**src/rtl/mem_pkg.sv**
```systemverilog
// Shared types and op-decoding helpers for the memory access unit.
package mem_pkg;

  typedef enum logic [3:0] {
    OP_NONE, LD_B, LD_BU, LD_H, LD_HU, LD_W, LD_WU, LD_D, ST_B, ST_H, ST_W, ST_D
  } op_e;

  typedef enum logic [2:0] {IDLE, REQ, WAIT, DONE, DRAIN} state_e;

  // log2 of the access size in bytes
  function automatic logic [1:0] op_size(op_e op);
    case (op)
      LD_H, LD_HU, ST_H: return 2'd1;
      LD_W, LD_WU, ST_W: return 2'd2;
      LD_D, ST_D:        return 2'd3;
      default:           return 2'd0;
    endcase
  endfunction

  function automatic logic op_is_load(op_e op);
    return op inside {LD_B, LD_BU, LD_H, LD_HU, LD_W, LD_WU, LD_D};
  endfunction

  function automatic logic op_is_store(op_e op);
    return op inside {ST_B, ST_H, ST_W, ST_D};
  endfunction

  function automatic logic op_is_signed(op_e op);
    return op inside {LD_B, LD_H, LD_W};
  endfunction

  // Undefined encodings and 64-bit-only ops on a 32-bit datapath are illegal
  function automatic logic op_legal(op_e op, int unsigned data_w);
    if (op != OP_NONE && !op_is_load(op) && !op_is_store(op)) return 1'b0;
    if (data_w == 32 && op inside {LD_WU, LD_D, ST_D}) return 1'b0;
    return 1'b1;
  endfunction

endpackage

```
**src/rtl/mem_access_unit_if.sv**
```systemverilog
// Data-SRAM-like bus: address phase (req/addr_ok) and data phase (data_ok).
interface mem_access_unit_if #(
  parameter int DATA_W = 32,
  parameter int ADDR_W = 32
) ();
  logic                req;
  logic                req_we;
  logic [ADDR_W-1:0]   req_addr;
  logic [DATA_W/8-1:0] req_strb;
  logic [DATA_W-1:0]   req_wdata;
  logic                addr_ok;
  logic                data_ok;
  logic [DATA_W-1:0]   rdata;

  modport master (
    output req, req_we, req_addr, req_strb, req_wdata,
    input  addr_ok, data_ok, rdata
  );

  modport slave (
    input  req, req_we, req_addr, req_strb, req_wdata,
    output addr_ok, data_ok, rdata
  );
endinterface

```
**src/rtl/mem_lane_fmt.sv**
```systemverilog
// Byte-lane formatting: store strobes/replicated data and load extract/extend.
module mem_lane_fmt
  import mem_pkg::*;
#(
  parameter int DATA_W = 32,
  localparam int LB = $clog2(DATA_W/8)
) (
  input  op_e                 op,
  input  logic [LB-1:0]       lane,
  input  logic [DATA_W-1:0]   sdata,
  input  logic [DATA_W-1:0]   rdata,
  output logic [DATA_W/8-1:0] strb,
  output logic [DATA_W-1:0]   wdata,
  output logic [DATA_W-1:0]   ldata
);
  logic [DATA_W/8-1:0] strb_m;
  logic [DATA_W-1:0]   sh;
  logic [DATA_W-1:0]   mask;
  logic                sgn;

  always_comb begin
    strb_m = '0;
    mask   = '0;
    sh     = rdata >> {lane, 3'b000};
    case (op_size(op))
      2'd0: begin
        strb_m[0]    = 1'b1;
        mask[7:0]    = '1;
        wdata        = {(DATA_W/8){sdata[7:0]}};
        sgn          = sh[7];
      end
      2'd1: begin
        strb_m[1:0]  = '1;
        mask[15:0]   = '1;
        wdata        = {(DATA_W/16){sdata[15:0]}};
        sgn          = sh[15];
      end
      2'd2: begin
        strb_m[3:0]  = '1;
        mask[31:0]   = '1;
        wdata        = {(DATA_W/32){sdata[31:0]}};
        sgn          = sh[31];
      end
      default: begin
        strb_m       = '1;
        mask         = '1;
        wdata        = sdata;
        sgn          = sh[DATA_W-1];
      end
    endcase
    strb  = strb_m << lane;
    ldata = (sh & mask) | ((op_is_signed(op) && sgn) ? ~mask : '0);
  end
endmodule

```
**src/rtl/mem_access_unit.sv**
```systemverilog
// Handshaked MEM stage: one load/store in flight on a two-phase data bus.
module mem_access_unit
  import mem_pkg::*;
#(
  parameter int DATA_W  = 32,
  parameter int ADDR_W  = 32,
  parameter int RADDR_W = 5
) (
  input  logic               clk,
  input  logic               rst,
  input  logic               flush,
  input  logic               in_valid,
  output logic               in_ready,
  input  logic [3:0]         in_op,
  input  logic [ADDR_W-1:0]  in_addr,
  input  logic [DATA_W-1:0]  in_sdata,
  input  logic [RADDR_W-1:0] in_waddr,
  input  logic [DATA_W-1:0]  in_wdata,
  input  logic               in_we,
  mem_access_unit_if.master  bus,
  output logic               out_valid,
  input  logic               out_ready,
  output logic [RADDR_W-1:0] out_waddr,
  output logic [DATA_W-1:0]  out_wdata,
  output logic               out_we,
  output logic               out_ale,
  output logic [ADDR_W-1:0]  out_badv
);
  localparam int LB = $clog2(DATA_W/8);

  state_e              state, state_nxt;
  op_e                 op_in, op_q;
  logic [ADDR_W-1:0]   addr_q;
  logic [DATA_W-1:0]   sdata_q, res_q;
  logic [RADDR_W-1:0]  waddr_q;
  logic                we_q, ale_q;
  logic                in_mem, in_legal, in_mis;
  logic                accept, capture;
  logic [DATA_W/8-1:0] strb;
  logic [DATA_W-1:0]   st_wdata, ld_data;

  mem_lane_fmt #(.DATA_W(DATA_W)) u_fmt (
    .op    (op_q),
    .lane  (addr_q[LB-1:0]),
    .sdata (sdata_q),
    .rdata (bus.rdata),
    .strb  (strb),
    .wdata (st_wdata),
    .ldata (ld_data)
  );

  always_comb begin
    op_in    = op_e'(in_op);
    in_mem   = op_is_load(op_in) || op_is_store(op_in);
    in_legal = op_legal(op_in, DATA_W);
    case (op_size(op_in))
      2'd0:    in_mis = 1'b0;
      2'd1:    in_mis = in_addr[0];
      2'd2:    in_mis = |in_addr[1:0];
      default: in_mis = |in_addr[2:0];
    endcase
  end

  always_ff @(posedge clk) begin
    if (rst) state <= IDLE;
    else     state <= state_nxt;
  end

  always_comb begin
    state_nxt = state;
    accept    = 1'b0;
    capture   = 1'b0;
    case (state)
      IDLE: if (in_valid && !flush) begin
        accept    = 1'b1;
        state_nxt = (in_mem && in_legal && !in_mis) ? REQ : DONE;
      end
      REQ: begin
        // addr_ok alone under flush leaves a data phase owed, so drain it
        if (flush)             state_nxt = (bus.addr_ok && !bus.data_ok) ? DRAIN : IDLE;
        else if (bus.addr_ok) begin
          if (bus.data_ok) begin
            capture   = 1'b1;
            state_nxt = DONE;
          end else begin
            state_nxt = WAIT;
          end
        end
      end
      WAIT: begin
        if (bus.data_ok) begin
          capture   = !flush;
          state_nxt = flush ? IDLE : DONE;
        end else if (flush) begin
          state_nxt = DRAIN;
        end
      end
      DONE:    if (flush || out_ready) state_nxt = IDLE;
      DRAIN:   if (bus.data_ok) state_nxt = IDLE;
      default: state_nxt = IDLE;
    endcase
  end

  always_ff @(posedge clk) begin
    if (rst) begin
      op_q    <= OP_NONE;
      addr_q  <= '0;
      sdata_q <= '0;
      waddr_q <= '0;
      res_q   <= '0;
      we_q    <= 1'b0;
      ale_q   <= 1'b0;
    end else begin
      if (accept) begin
        op_q    <= op_in;
        addr_q  <= in_addr;
        sdata_q <= in_sdata;
        waddr_q <= in_waddr;
        res_q   <= (!in_mem && in_legal) ? in_wdata : '0;
        we_q    <= in_we && in_legal && (!in_mem || (op_is_load(op_in) && !in_mis));
        ale_q   <= in_mem && in_legal && in_mis;
      end
      if (capture) res_q <= op_is_load(op_q) ? ld_data : '0;
    end
  end

  assign in_ready      = (state == IDLE);
  assign bus.req       = (state == REQ);
  assign bus.req_we    = bus.req && op_is_store(op_q);
  assign bus.req_addr  = bus.req ? {addr_q[ADDR_W-1:LB], {LB{1'b0}}} : '0;
  assign bus.req_strb  = bus.req_we ? strb : '0;
  assign bus.req_wdata = bus.req_we ? st_wdata : '0;

  assign out_valid = (state == DONE);
  assign out_waddr = out_valid ? waddr_q : '0;
  assign out_wdata = out_valid ? res_q : '0;
  assign out_we    = out_valid && we_q;
  assign out_ale   = out_valid && ale_q;
  assign out_badv  = (out_valid && ale_q) ? addr_q : '0;
endmodule

```
**src/flat_wrapper.sv**
```systemverilog
// flat-port wrapper written by rule: the top's interface ports become plain ports
module mem_access_unit_flat import mem_pkg::*;
#(
  parameter int DATA_W  = 32,
  parameter int ADDR_W  = 32,
  parameter int RADDR_W = 5
)
  (clk, rst, flush, in_valid, in_ready, in_op, in_addr, in_sdata, in_waddr, in_wdata, in_we, out_valid, out_ready, out_waddr, out_wdata, out_we, out_ale, out_badv, bus_req, bus_req_we, bus_req_addr, bus_req_strb, bus_req_wdata, bus_addr_ok, bus_data_ok, bus_rdata);
  mem_access_unit_if #(.DATA_W(DATA_W), .ADDR_W(ADDR_W)) bus_i ();
  input  logic clk;
  input  logic rst;
  input  logic flush;
  input  logic in_valid;
  output logic in_ready;
  input  logic [3:0] in_op;
  input  logic [ADDR_W-1:0] in_addr;
  input  logic [DATA_W-1:0] in_sdata;
  input  logic [RADDR_W-1:0] in_waddr;
  input  logic [DATA_W-1:0] in_wdata;
  input  logic in_we;
  output logic out_valid;
  input  logic out_ready;
  output logic [RADDR_W-1:0] out_waddr;
  output logic [DATA_W-1:0] out_wdata;
  output logic out_we;
  output logic out_ale;
  output logic [ADDR_W-1:0] out_badv;
  output wire logic [$bits(bus_i.req)-1:0] bus_req;
  output wire logic [$bits(bus_i.req_we)-1:0] bus_req_we;
  output wire logic [$bits(bus_i.req_addr)-1:0] bus_req_addr;
  output wire logic [$bits(bus_i.req_strb)-1:0] bus_req_strb;
  output wire logic [$bits(bus_i.req_wdata)-1:0] bus_req_wdata;
  input wire logic [$bits(bus_i.addr_ok)-1:0] bus_addr_ok;
  input wire logic [$bits(bus_i.data_ok)-1:0] bus_data_ok;
  input wire logic [$bits(bus_i.rdata)-1:0] bus_rdata;
  assign bus_req = bus_i.req;
  assign bus_req_we = bus_i.req_we;
  assign bus_req_addr = bus_i.req_addr;
  assign bus_req_strb = bus_i.req_strb;
  assign bus_req_wdata = bus_i.req_wdata;
  assign bus_i.addr_ok = bus_addr_ok;
  assign bus_i.data_ok = bus_data_ok;
  assign bus_i.rdata = bus_rdata;
  mem_access_unit #(.DATA_W(DATA_W), .ADDR_W(ADDR_W), .RADDR_W(RADDR_W)) u_core (.clk(clk), .rst(rst), .flush(flush), .in_valid(in_valid), .in_ready(in_ready), .in_op(in_op), .in_addr(in_addr), .in_sdata(in_sdata), .in_waddr(in_waddr), .in_wdata(in_wdata), .in_we(in_we), .bus(bus_i), .out_valid(out_valid), .out_ready(out_ready), .out_waddr(out_waddr), .out_wdata(out_wdata), .out_we(out_we), .out_ale(out_ale), .out_badv(out_badv));
endmodule
```
**config.mk**
```make
export PLATFORM = sky130hd
export DESIGN_NAME = mem_access_unit_flat
export DESIGN_NICKNAME = d
export VERILOG_FILES = /design/src/rtl/mem_pkg.sv /design/src/rtl/mem_access_unit_if.sv /design/src/rtl/mem_lane_fmt.sv /design/src/rtl/mem_access_unit.sv /design/src/flat_wrapper.sv
export SDC_FILE = /design/constraint.sdc
export NUM_CORES = 1
export LEC_CHECK = 0
export ABC_AREA = 1
export ABC_CLOCK_PERIOD_IN_PS = 3480
export BUFFER_PORTS_ARGS = -buffer_cell sky130_fd_sc_hd__buf_4
export CAP_MARGIN = 20
export CORE_ASPECT_RATIO = 1.4
export CORE_MARGIN = 1
export CORE_UTILIZATION = 44
export DETAILED_ROUTE_END_ITERATION = 8
export GPL_TIMING_DRIVEN = 0
export MAX_ROUTING_LAYER = met4
export PLACE_DENSITY = 0.72
export SLEW_MARGIN = 20
export SYNTH_ARGS = -nofsm -noshare
export SYNTH_HDL_FRONTEND = slang
export SYNTH_SLANG_ARGS = --single-unit
```
**constraint.sdc**
```tcl
create_clock -name clk -period 3.48 [get_ports clk]
set_input_delay 0.522 -clock clk [delete_from_list [all_inputs] [get_ports clk]]
set_output_delay 0.522 -clock clk [all_outputs]
set_load 0.01 [all_outputs]
```
Word level (Yosys, flattened, before mapping) --
Memory sizes are Yosys's and may differ from the RTL's. A register that Yosys moved wholly into a read port is not among the register bits. Index checks and enable logic that the tools add are counted.
Storage, ports and cells: logic and storage cells 134, output and inout bits 143, memories 2, bits in read-only memories 64, bits of input ports 145, bits in registers 110
Memories:
- (no name shown) | depth 16, width 2, rd ports 1, clocked after memory_dff 0, wr ports 0, RTL line mem_pkg.sv:12 | case (op)
- (no name shown) | depth 16, width 2, rd ports 1, clocked after memory_dff 1, wr ports 0, RTL line mem_pkg.sv:12
Operators by class: eq/ne operators 34, reduce and logical (&&, ||, !) cells 39, bitwise gates (word level) 3, shifts and indexed selects 2, multiplexer cells 46
Operators with widths (count):
- $mux W32 | 9
- $pmux W32 S2 | 1
- $and A32 B32 Y32 | 1
- $eq A4 B3 Y1 const B | 8
- $eq A4 B4 Y1 const B | 8
- $not A32 Y32 | 1
- $or A32 B32 Y32 | 1
- $shr A32 B5 Y32 | 1
- $mux W3 | 8
- $eq A4 B2 Y1 const B | 4
- $mux W16 | 1
- $logic_and A1 B1 Y1 | 15
- $mux W1 | 15
- $pmux W3 S5 | 1
- $reduce_bool A7 Y1 | 2
- $mux W4 | 3
- $reduce_bool A4 Y1 | 3
- $eq A4 B1 Y1 const B | 2
- $mux W8 | 1
- $eq A3 B2 Y1 const B | 2
- $logic_not A1 Y1 | 6
- $mux W2 | 3
- $ne A3 B3 Y1 const B | 2
- $reduce_bool A3 Y1 | 2
- 17 further kinds | 24

Logic depth before layout (Yosys ltp) --
word-level depth 14, gate-level depth with buffers 14, mapped depth without buffers 14

Modules after synthesis --
A second synthesis with hierarchy kept.
Unflattened totals: cells, all modules 1201, area total of the unflattened synthesis 7096.8 µm²
By module, submodules not included:
- mem_access_unit | sequential area each 2202.1 µm², instances 1, cells each 917, area an instance 5756.8 µm²
- mem_lane_fmt | sequential area each 0.0 µm², instances 1, cells each 284, area an instance 1340.0 µm²

Least setup slack after synthesis --
OpenSTA, ideal clock, no wires.
path type register to output, start reg u_core.state[0], end out bus_req_strb[0], data arrival time 1618 ps, slack 1340 ps, data required time 2958 ps, buffers on the path 1, cell stages (with the launch flop) 8, cells stage by stage dfxtp_1 > inv_2 > nor3_4 > inv_2 > nor3_4 > inv_2 > buf_6 > nor3_1
On the way: cells in the longest elaborated chain, start to end 3
Ends and longest elaborated chain:
- from (decl) | RTL line mem_access_unit.sv:31 | state_e state, state_nxt;
- from (signal assigned) | RTL line mem_access_unit.sv:66 | else state <= state_nxt;
- $eq A3 B1 Y1 | RTL line mem_access_unit.sv:128 | assign bus.req = (state == REQ);
- named net bus_req | RTL line flat_wrapper.sv:28 | output wire logic [$bits(bus_i.req)-1:0] bus_req;
- $logic_and A1 B1 Y1 | RTL line mem_access_unit.sv:129 | assign bus.req_we = bus.req && op_is_store(op_q);
- named net bus_req_we | RTL line flat_wrapper.sv:29 | output wire logic [$bits(bus_i.req_we)-1:0] bus_req_we;
- $mux W4 | RTL line mem_access_unit.sv:131 | assign bus.req_strb = bus.req_we ? strb : '0;
- to (decl) | RTL line flat_wrapper.sv:31 | output wire logic [$bits(bus_i.req_strb)-1:0] bus_req_strb;
The timed path passes the listed nets, and every way through them passes these cells.

Final worst setup path --
start reg u_core.state[2], end out out_wdata[27]
On the way: cells in the longest elaborated chain, start to end 2
Ends and longest elaborated chain:
- $eq A3 B2 Y1 | RTL line mem_access_unit.sv:134 | assign out_valid = (state == DONE);
- $mux W32 | RTL line mem_access_unit.sv:136 | assign out_wdata = out_valid ? res_q : '0;
- to (decl) | RTL line flat_wrapper.sv:24 | output logic [DATA_W-1:0] out_wdata;
Every way passes these cells.

==> metrics list <==
* Result of the run: finished clean
- Of the total synthesized cell area, the portion taken by AND, OR, NAND and NOR gates is 0.280.
- Measured along the x axis, the die boundary spans 105 um.
* Switching power: 1.36 mW
- Number of I/O port buffers: 285
- Hold slack final: between 0.3 and 0.4 ns
- Maximum count of clock buffers along a single path: 2
- Slowest stage delay, CP: 0.61 ns
* Total Routed Length: 24800 um
- Max-cap violations in this run came to 0.
- Starting density of the core: 0.452
- Peak VDD IR: 221 uV
* Overall global routing resource usage: 0.328
- At the placement stage, the worst setup path has a slack of 0.863 ns.
* Int Pwr: 2.38 mW
- Dominant combinational cell family by area after synthesis: simple AND/OR/NAND/NOR gates
- After clock tree synthesis, the clock-pin slew on the worst setup and hold paths is ~0.08 ns.
- Via count of the first global-routing pass: 7521
- Setup TNS Final: 0 ns
- Synth Area in Adders: 0.0133
* Fraction of final layout cells with drive strength greater than 1: 0.267
- For the final database, setup skew stands at around 0.011 ns.
* Deepest level of the CTS H-tree: 3
- Layout-stage area growth over the synthesis result: 40.7%
* Worst-case register-to-register setup slack: 1.24 ns
* Pin slew with the least headroom to its limit: 0.719 ns
* Fraction of the mapped netlist area in compound gates: 0.225
- For the worst setup path, the data arrival time is 2.48 ns.
* Avg Synthesized Cell Area: ~6.4 um^2
- Crit path launch type: register
- TritonCTS clock tree: yes
- Sequential cell area fraction in the yosys report: 0.342
- Across all setup checks in the final design, the least slack found is 0.477 ns.
- The count of nets left with antenna violations once routing finished came out at 0.
- Core region area: 14500 um^2
- The synthesized netlist occupies a cell area of 6560 um^2.
- Hold bufs inserted after CTS: 0
- Placed cell area: approximately 8900 um^2
* Most frequent cell on the critical path: clkbuf_1
- Average wire per cell in the routed design: between 15 and 20 um
- Worst setup path class: register to output pin
- Registers take 2240 um^2.
- Counting every sink on the clock net gives 112.
- Final estimated routing congestion in global placement: 0.961
- Peak fanout along the critical path: 10
- Number of DRC markers after the initial detailed-route iteration: approximately 380
- The initialized floorplan defines 52 standard-cell rows.
- After synthesis, the share of cell area in mux cells is 0.
- The share of total power dissipated in combinational logic is 0.311.
- Setup violations remaining at the end of the flow were counted as 0.
- The first TritonRoute pass finished after 5 iterations.
- Cell count after synthesis: 1033
- Half-perimeter wire length of the detailed placement result: 19900 um
* Yosys cell types: 46
- Of the total power, the clock network draws 0.280.
* Slew margin rel.: 0.521
- DRC: 0
- Req. time, crit path: 2.96 ns
* End of the worst hold path: u_core.op_q[3]
- Leakage power figure: about 4.4 nW
* Slowest cell on crit path: clkbuf_1
- In this run, post-CTS repair resized a total of 0 instances.
- Final Critical Period: ~3 ns
- For this run, the top clock speed supported by timing is 333 MHz.
* Total power density per cell area: 406 nW/um^2
- The critical path goes through inv_1, nand3_1, clkbuf_1, clkbuf_1, nor2_1, buf_4.
- Area occupied by multi-input gates: ~3400 um^2
- The worst hold path was traced through 2 stages.
- The library cell used most frequently in the layout, excluding fill and tap cells, is buf_4.
- Worst hold path class: input pin to register
- Largest delay contributor family on the critical path: buffers and inverters
- Total of flip-flops plus latches after synthesis: around 110
- The top cell types in the final layout, fill and taps aside, are 289 x buf_4, 221 x nor2_1, 140 x inv_1.
* Gr ovfl total: 0
- Xor/xnor cell area share of the yosys netlist: 0
* First-pass GRT wire length: ~38000 um
* Vias per cell: 5.15
- The filler cells instantiated in the layout total about 1500.
- Number of nets at the end of the flow: 1482
- In this run the clock root is driven by a clkbuf_16.
* Overall die height: 147 um
- The Yosys step of the flow raised 0 warnings.
* Post-Layout Inst Area: 9230 um^2
* Sw Ratio: 0.364
- Final critical-path share of the clock period: 0.863
- Setup repair after global routing left no endpoint under its margin.
* CTS Buf Count: 9
- Count of final max-slew check failures: 0
- The die covers 15400 um^2.
- Power Total: between 3 and 4 mW
* Part of the total power dissipated in sequential elements: 0.408
* Maximum number of pins on one net before global-route repair: 21
- Number of buffer and inverter stages on the critical path: 4
- Antenna Diode Count: 0
- Final hold violations: 0
* Number of buffers added for setup after CTS: 0
* Register-to-Register Path Depth: 8
* Clock latency at the later pin of the worst-skew pair: 0.36 ns
- Critical hold path startpoint: rst
* Vias: roughly 7800
- The worst setup path is captured at an output pin.
- The startpoint identified for the worst register-to-register timing path is u_core.state[2].
- Antenna violations before repair: 0
- I/O Pins: 288
## worst reg2reg max path: stages (launching register included)
cell      delay [ns]
dfxtp_1         0.38
nor3_4          0.28
nand3_2         0.24
buf_2           0.27
o211ai_1        0.33
ha_1            0.30
o21ai_0         0.16
nand2_1         0.08
o21ai_0         0.11
## per-layer routing
| metal | up-vias | GRT usage | wire (um) |
|---|---|---|---|
| li1 | 3929 | - | - |
| met1 | 3496 | 0.346 | 9380 |
| met2 | 347 | 0.586 | 12700 |
| met3 | 72 | 0.0420 | 1560 |
| met4 | 0 | 0.180 | 1190 |
| met5 | - | - | 0 |
## Yosys cell counts (all sizes together)
master | number | share of area
nor3 | 10 | 0.014
clkbuf | 47 | 0.027
o311ai | 1 | 0.0013
nor4 | 1 | 0.00095
clkinv | 1 | 0.00057
nand4 | 27 | 0.026
o22ai | 8 | 0.0076
a22oi | 7 | 0.0080
o41ai | 1 | 0.0013
o211a | 1 | 0.0015
nand3b | 1 | 0.0011
conb | 1 | 0.00057
ha | 7 | 0.013
nor2 | 223 | 0.13
o31ai | 4 | 0.0046
dfxtp | 112 | 0.34
o21bai | 1 | 0.0011
a211o | 4 | 0.0053
nand3 | 60 | 0.047
o21ai | 129 | 0.10
inv | 147 | 0.084
nand2 | 99 | 0.058
a221oi | 1 | 0.0013
a211oi | 1 | 0.0011
and3 | 1 | 0.00095
a21boi | 1 | 0.0011
buf | 27 | 0.028
o211ai | 4 | 0.0046
or2 | 1 | 0.00095
a21oi | 105 | 0.086
## cell type report
type / instances / share of cell area
multi-input combinational: 700 / 0.369
inverter: 148 / 0.0604
tap: 189 / 0.0256
clock inverter: 7 / 0.00691
timing repair buffer: 285 / 0.232
clock buffer: 9 / 0.0244
sequential: 112 / 0.243
buffer: 74 / 0.0389
## per-stage QoR
step,util,cells
after global routing,0.636,1524
after CTS,0.636,1524
after global placement,0.616,1508
after detailed placement,0.616,1508
final,0.636,1524
after floorplan,-,1034
## state kept, by name, summed over array words and instances (netlist names), named ones only
name	cells
u_core.addr_q	32
u_core.sdata_q	32
u_core.waddr_q	5
u_core.we_q	1
u_core.res_q	32
u_core.state	3
u_core.op_q	4
u_core.ale_q	1
## power by group through the flow
stage / clock network [mW] / logic, mW / registers (mW)
3_3_place_gp: 0 / 1.14 / 1.55
5_1_grt: 1.11 / 1.29 / 1.55
4_1_cts: 1.06 / 1.16 / 1.53
6_report: 1.05 / 1.17 / 1.53
2_1_floorplan: 0 / 0.738 / 1.54
3_5_place_dp: 0 / 1.15 / 1.56
## kinds of logic after synthesis
logic type,Yosys count
and+or+nand+nor,423
buffers and inverters,222
AOI/OAI and AO/OA,268
DFF,112
adders and majority gates,7
other,1
## worst max path at each step
stage,cells past startpoint,startpoint,end,slack [ns]
final,6,u_core.state[2],out_wdata[27],0.48
after global routing,6,u_core.state[2],out_wdata[27],0.38
after CTS,6,u_core.state[2],out_wdata[27],0.47
after detailed placement,6,u_core.state[2],out_wdata[27],0.86
after global placement,6,u_core.state[2],out_wdata[27],0.86
after floorplan,7,u_core.state[0],bus_req_strb[0],1.34
Power figures use the tool's default switching activity.
